## src/rtl/mux_arb_pkg.sv

```systemverilog
// Shared types and the round-robin pick function for the four-requester arbiter.
package mux_arb_pkg;

    localparam int NUM_REQ = 4;
    localparam int SEL_W   = 2;

    typedef enum logic {
        IDLE  = 1'b0,
        GRANT = 1'b1
    } arb_state_t;

    // First set bit of req, scanning from ptr upward with wrap-around; ptr if none.
    function automatic logic [SEL_W-1:0] rr_pick(
        input logic [NUM_REQ-1:0] req,
        input logic [SEL_W-1:0]   ptr
    );
        logic [SEL_W-1:0] idx;
        logic             found;
        rr_pick = ptr;
        found   = 1'b0;
        for (int i = 0; i < NUM_REQ; i++) begin
            idx = ptr + SEL_W'(i);
            if (!found && req[idx]) begin
                rr_pick = idx;
                found   = 1'b1;
            end
        end
    endfunction

endpackage

```

## src/rtl/mux_4to1.sv

```systemverilog
// Combinational 4:1 data selector used as the arbiter datapath.
module mux_4to1 #(
    parameter int WIDTH = 4
) (
    input  logic [WIDTH-1:0] in_a,
    input  logic [WIDTH-1:0] in_b,
    input  logic [WIDTH-1:0] in_c,
    input  logic [WIDTH-1:0] in_d,
    input  logic [1:0]       sel,
    output logic [WIDTH-1:0] out
);

    always_comb begin
        out = in_a;
        case (sel)
            2'd0:    out = in_a;
            2'd1:    out = in_b;
            2'd2:    out = in_c;
            default: out = in_d;
        endcase
    end

endmodule

```

## src/rtl/mux_4to1_arbiter.sv

```systemverilog
// Packet-aware round-robin arbiter feeding one registered valid/ready output stage.
// Optional per-grant beat limit enabled by defining MUX_ARB_HOLD_LIMIT_EN.
module mux_4to1_arbiter
    import mux_arb_pkg::*;
#(
    parameter int WIDTH     = 4,
    parameter int MAX_BEATS = 8
) (
    input  logic             clk,
    input  logic             rst_n,
    input  logic [WIDTH-1:0] in_a,
    input  logic [WIDTH-1:0] in_b,
    input  logic [WIDTH-1:0] in_c,
    input  logic [WIDTH-1:0] in_d,
    input  logic [3:0]       valid,
    input  logic [3:0]       last,
    output logic [3:0]       ready,
    output logic [WIDTH-1:0] out,
    output logic             out_valid,
    input  logic             out_ready,
    output logic [1:0]       sel,
    output logic             busy
);

    // Empty block exists only to make an illegal limit visible at elaboration.
    if (MAX_BEATS < 2 || MAX_BEATS > 255) begin : g_max_beats_out_of_range
    end

    arb_state_t       state;
    logic [SEL_W-1:0] ptr;
    logic [SEL_W-1:0] sel_q;
    logic [WIDTH-1:0] mux_out;
    logic [WIDTH-1:0] out_p1;
    logic             vld_p1;
    logic             can_accept;
    logic             xfer;
    logic             release_grant;

    mux_4to1 #(
        .WIDTH (WIDTH)
    ) u_mux (
        .in_a (in_a),
        .in_b (in_b),
        .in_c (in_c),
        .in_d (in_d),
        .sel  (sel_q),
        .out  (mux_out)
    );

    // Ready looks only at the output register, never at valid/last.
    assign can_accept = !vld_p1 || out_ready;
    assign xfer       = (state == GRANT) && valid[sel_q] && can_accept;

    always_comb begin
        ready = '0;
        if (state == GRANT) begin
            ready[sel_q] = can_accept;
        end
    end

`ifdef MUX_ARB_HOLD_LIMIT_EN
    logic [7:0] beat_cnt;
    logic       limit_hit;

    assign limit_hit = (beat_cnt == 8'(MAX_BEATS - 1));

    always_ff @(posedge clk or negedge rst_n) begin
        if (!rst_n) begin
            beat_cnt <= '0;
        end else if (state == IDLE) begin
            beat_cnt <= '0;
        end else if (xfer) begin
            beat_cnt <= beat_cnt + 8'd1;
        end
    end

    assign release_grant = xfer && (last[sel_q] || limit_hit);
`else
    assign release_grant = xfer && last[sel_q];
`endif

    always_ff @(posedge clk or negedge rst_n) begin
        if (!rst_n) begin
            state <= IDLE;
            ptr   <= '0;
            sel_q <= '0;
        end else if (state == IDLE) begin
            if (|valid) begin
                sel_q <= rr_pick(valid, ptr);
                state <= GRANT;
            end
        end else begin
            if (release_grant) begin
                state <= IDLE;
                ptr   <= sel_q + 2'd1;
            end
        end
    end

    // ---- stage p1: registered output beat ----
    always_ff @(posedge clk or negedge rst_n) begin
        if (!rst_n) begin
            out_p1 <= '0;
            vld_p1 <= 1'b0;
        end else if (xfer) begin
            out_p1 <= mux_out;
            vld_p1 <= 1'b1;
        end else if (out_ready) begin
            vld_p1 <= 1'b0;
        end
    end

    assign out       = out_p1;
    assign out_valid = vld_p1;
    assign sel       = sel_q;
    assign busy      = (state == GRANT);

endmodule

```

## config.mk

```make
export PLATFORM = sky130hd
export DESIGN_NAME = mux_4to1_arbiter
export DESIGN_NICKNAME = d
export VERILOG_FILES = /design/src/rtl/mux_arb_pkg.sv /design/src/rtl/mux_4to1.sv /design/src/rtl/mux_4to1_arbiter.sv
export SDC_FILE = /design/constraint.sdc
export NUM_CORES = 1
export LEC_CHECK = 0
export ABC_AREA = 1
export ABC_CLOCK_PERIOD_IN_PS = 1400
export CORE_MARGIN = 2
export CORE_UTILIZATION = 38
export CTS_BUF_LIST = sky130_fd_sc_hd__clkbuf_16
export DETAILED_ROUTE_END_ITERATION = 8
export PLACE_DENSITY = 0.78
export SLEW_MARGIN = 20
export SYNTH_ARGS = -nofsm -noshare
export SYNTH_HDL_FRONTEND = slang
export SYNTH_SLANG_ARGS = --single-unit
```

## constraint.sdc

```tcl
create_clock -name clk -period 1.4 [get_ports clk]
set_clock_uncertainty 0.1 [all_clocks]
set_input_delay 0.21 -clock clk [delete_from_list [all_inputs] [get_ports clk]]
set_output_delay 0.21 -clock clk [all_outputs]
set_load 0.02 [all_outputs]
```

==> reports/qor.txt <==
Most common cell after layout, fill and taps aside: nand2_1
Top Ports: 39
Cell count after synthesis: 137
Final Hold Fails: 0
Post-Route WL: 4020 um
RSZ-0062 raised after global routing: yes
Most frequent cells in the layout: 37 x nand2_1, 25 x clkdlybuf4s50_1, 19 x buf_4
Crit-path max FO: 4
Drt initial violations: 38
Critical path class: flip-flop to primary output
Mapped Nets: 169
Flop2flop setup slack: -230 ps
R2R cell count: 7
Reg2reg start: sel[0]
Period Utilization, post-route: 118%
RR Endpoint: out[1]
Yosys warning count: 0
Sequential share of the synthesized area: 27.8%
Clock-pin slew on the worst setup and hold paths: 40 ps
Rel. slew slack: 70.8%
FF+latch count, synth: 10
Die Wd: 52.7 um
Post-DP HPWL: 2320 um
Via density: 5.40
Hold crit path type: input pin to asynchronous set/reset pin
Nets@finish: 237
I/O Buffers: 38
Largest net degree at the start of global routing: 11
Total clock buffers created by CTS: 3
Antenna violations before repair: 0
Leakage Power: 0.902 nW
DRC viols: 0
Syn avg cell area: 6.57 sq um
Vias in the first global route: 1094
Setup slack after layout: -255 ps
Vias: 1253
Type of origin of the critical path: flip-flop
Clock buffer depth: 2
First-pass GRT wire length: 4850 um
Req. time, crit path: 1090 ps
CP Data Arrival Time: 1340 ps
CTS tree: done
Overall routing resource usage: 24.1%
Proportion of layout cells with a drive suffix above 1: 45.6%
Worst hold slack: 187 ps
F_max: 604 MHz
Final Core Density: 81.1%
Antenna Cells: 0
Synth Cell Area: 900 sq um
# clock sinks: 10
Max cap viols: 0
Peak VDD IR: 1.86 mV
Pwr Density: 2550 nW/um^2
Run status: finished, violations left
Distinct cells, synth: 18
DRT antenna net count: 0
Grt total ovfl: 0
Die H: 52.7 um
Minimum clock period: 1650 ps
Failing checks: negative setup slack
# rows: 17
Synth-to-Final Area Change: 101%
Slew Viols, Final: 0
WL/cell: 17.3 um
TritonRoute pass-1 iters: 4
RePlAce Congestion: 0.824
Starting Density: 40.3%
Clk root buf: clkbuf_16
Crit end category: primary output
H-tree depth: 1
Die area: 2770 sq um
Core Region: 2230 sq um
Worst-Margin Slew: 436 ps
Clock Latency Late Sink: 240 ps
Final setup viols: 14
[final cells by class]
cell class	instances	area, sq um
Multi-Input combinational cell	109	767
Timing Repair Buffer	64	593
Fill cell	128	423
Sequential cell	10	255
Inverter	17	81.3
Clock buffer	3	75.1
Tap cell	28	35.0
Clock inverter	1	3.75
[worst max-delay path: stages, from the launching register on]
cell and delay (ps):
dfrtp_2 480, inv_4 130, ha_4 150, nand2_2 60, nor2_2 140, buf_6 140
[cell usage after synthesis, drive strengths merged]
| cell type | n | area share (%) |
|---|---|---|
| a21oi | 1 | 0.56 |
| a22o | 4 | 3.9 |
| a41oi | 1 | 0.97 |
| buf | 1 | 1.3 |
| dfrtp | 10 | 28 |
| ha | 5 | 7.0 |
| inv | 17 | 7.6 |
| nand2 | 61 | 29 |
| nand3 | 11 | 6.1 |
| nor2 | 11 | 6.4 |
| o211ai | 1 | 0.83 |
| o21ai | 9 | 5.0 |
| o22ai | 5 | 3.5 |
[worst max path at each step]
stage / from / end / depth (start not counted)
after floorplan: ptr[0] / sel[1] / 13
after global placement: out_ready / ready[0] / 6
after detailed placement: out_ready / ready[1] / 6
after CTS: sel[0] / ready[3] / 5
after global routing: ptr[0] / sel[1] / 12
final: sel[0] / ready[2] / 5
[sequential cells by signal, indices dropped and copies added (netlist names)]
register and cells:
ptr 2, busy 1, sel 2, out_valid 1, out 4
[kinds of logic after synthesis]
logic type / after synthesis / synth area share (%)
DFF: 10 / 27.8
adders and majority gates: 5 / 6.95
and+or+nand+nor: 83 / 41.6
AOI/OAI and AO/OA: 21 / 14.7
buffers and inverters: 18 / 8.90
[metal layers]
| metal | global-route usage [%] | part of all wire [%] | wire length, um |
|---|---|---|---|
| met4 | 10.7 | 3.0 | 120 |
| met5 | 0 | 0 | 0 |
| met1 | 29.9 | 40 | 1610 |
| met2 | 40.6 | 52 | 2070 |
| met3 | 3.71 | 5.4 | 216 |
[report_power, final]
group | internal (mW) | total, mW | switching [mW]
Combinational | 1.51 | 3.46 | 1.94
Clock | 0.374 | 0.504 | 0.130
Sequential | 0.445 | 0.652 | 0.207
[repair_timing]
action,in CTS,in global routing
gates resized for setup,61,47
pin swaps,5,19
endpoints found under the setup margin,22,17
setup buffers,0,8
hold buffers,0,0
[metrics by stage]
step	instances	area [sq um]	worst slack, ps	total power, mW	setup TNS (ps)
finish	232	1810	-255	4.61	-2810
CTS	225	1610	-151	3.77	-971
global placement	221	1460	-469	3.02	-5070
detailed placement	221	1460	-520	3.10	-5130
global route	232	1810	-315	4.85	-3480
floorplan	137	915	7.03	2.08	0
Power figures use the tool's default switching activity.
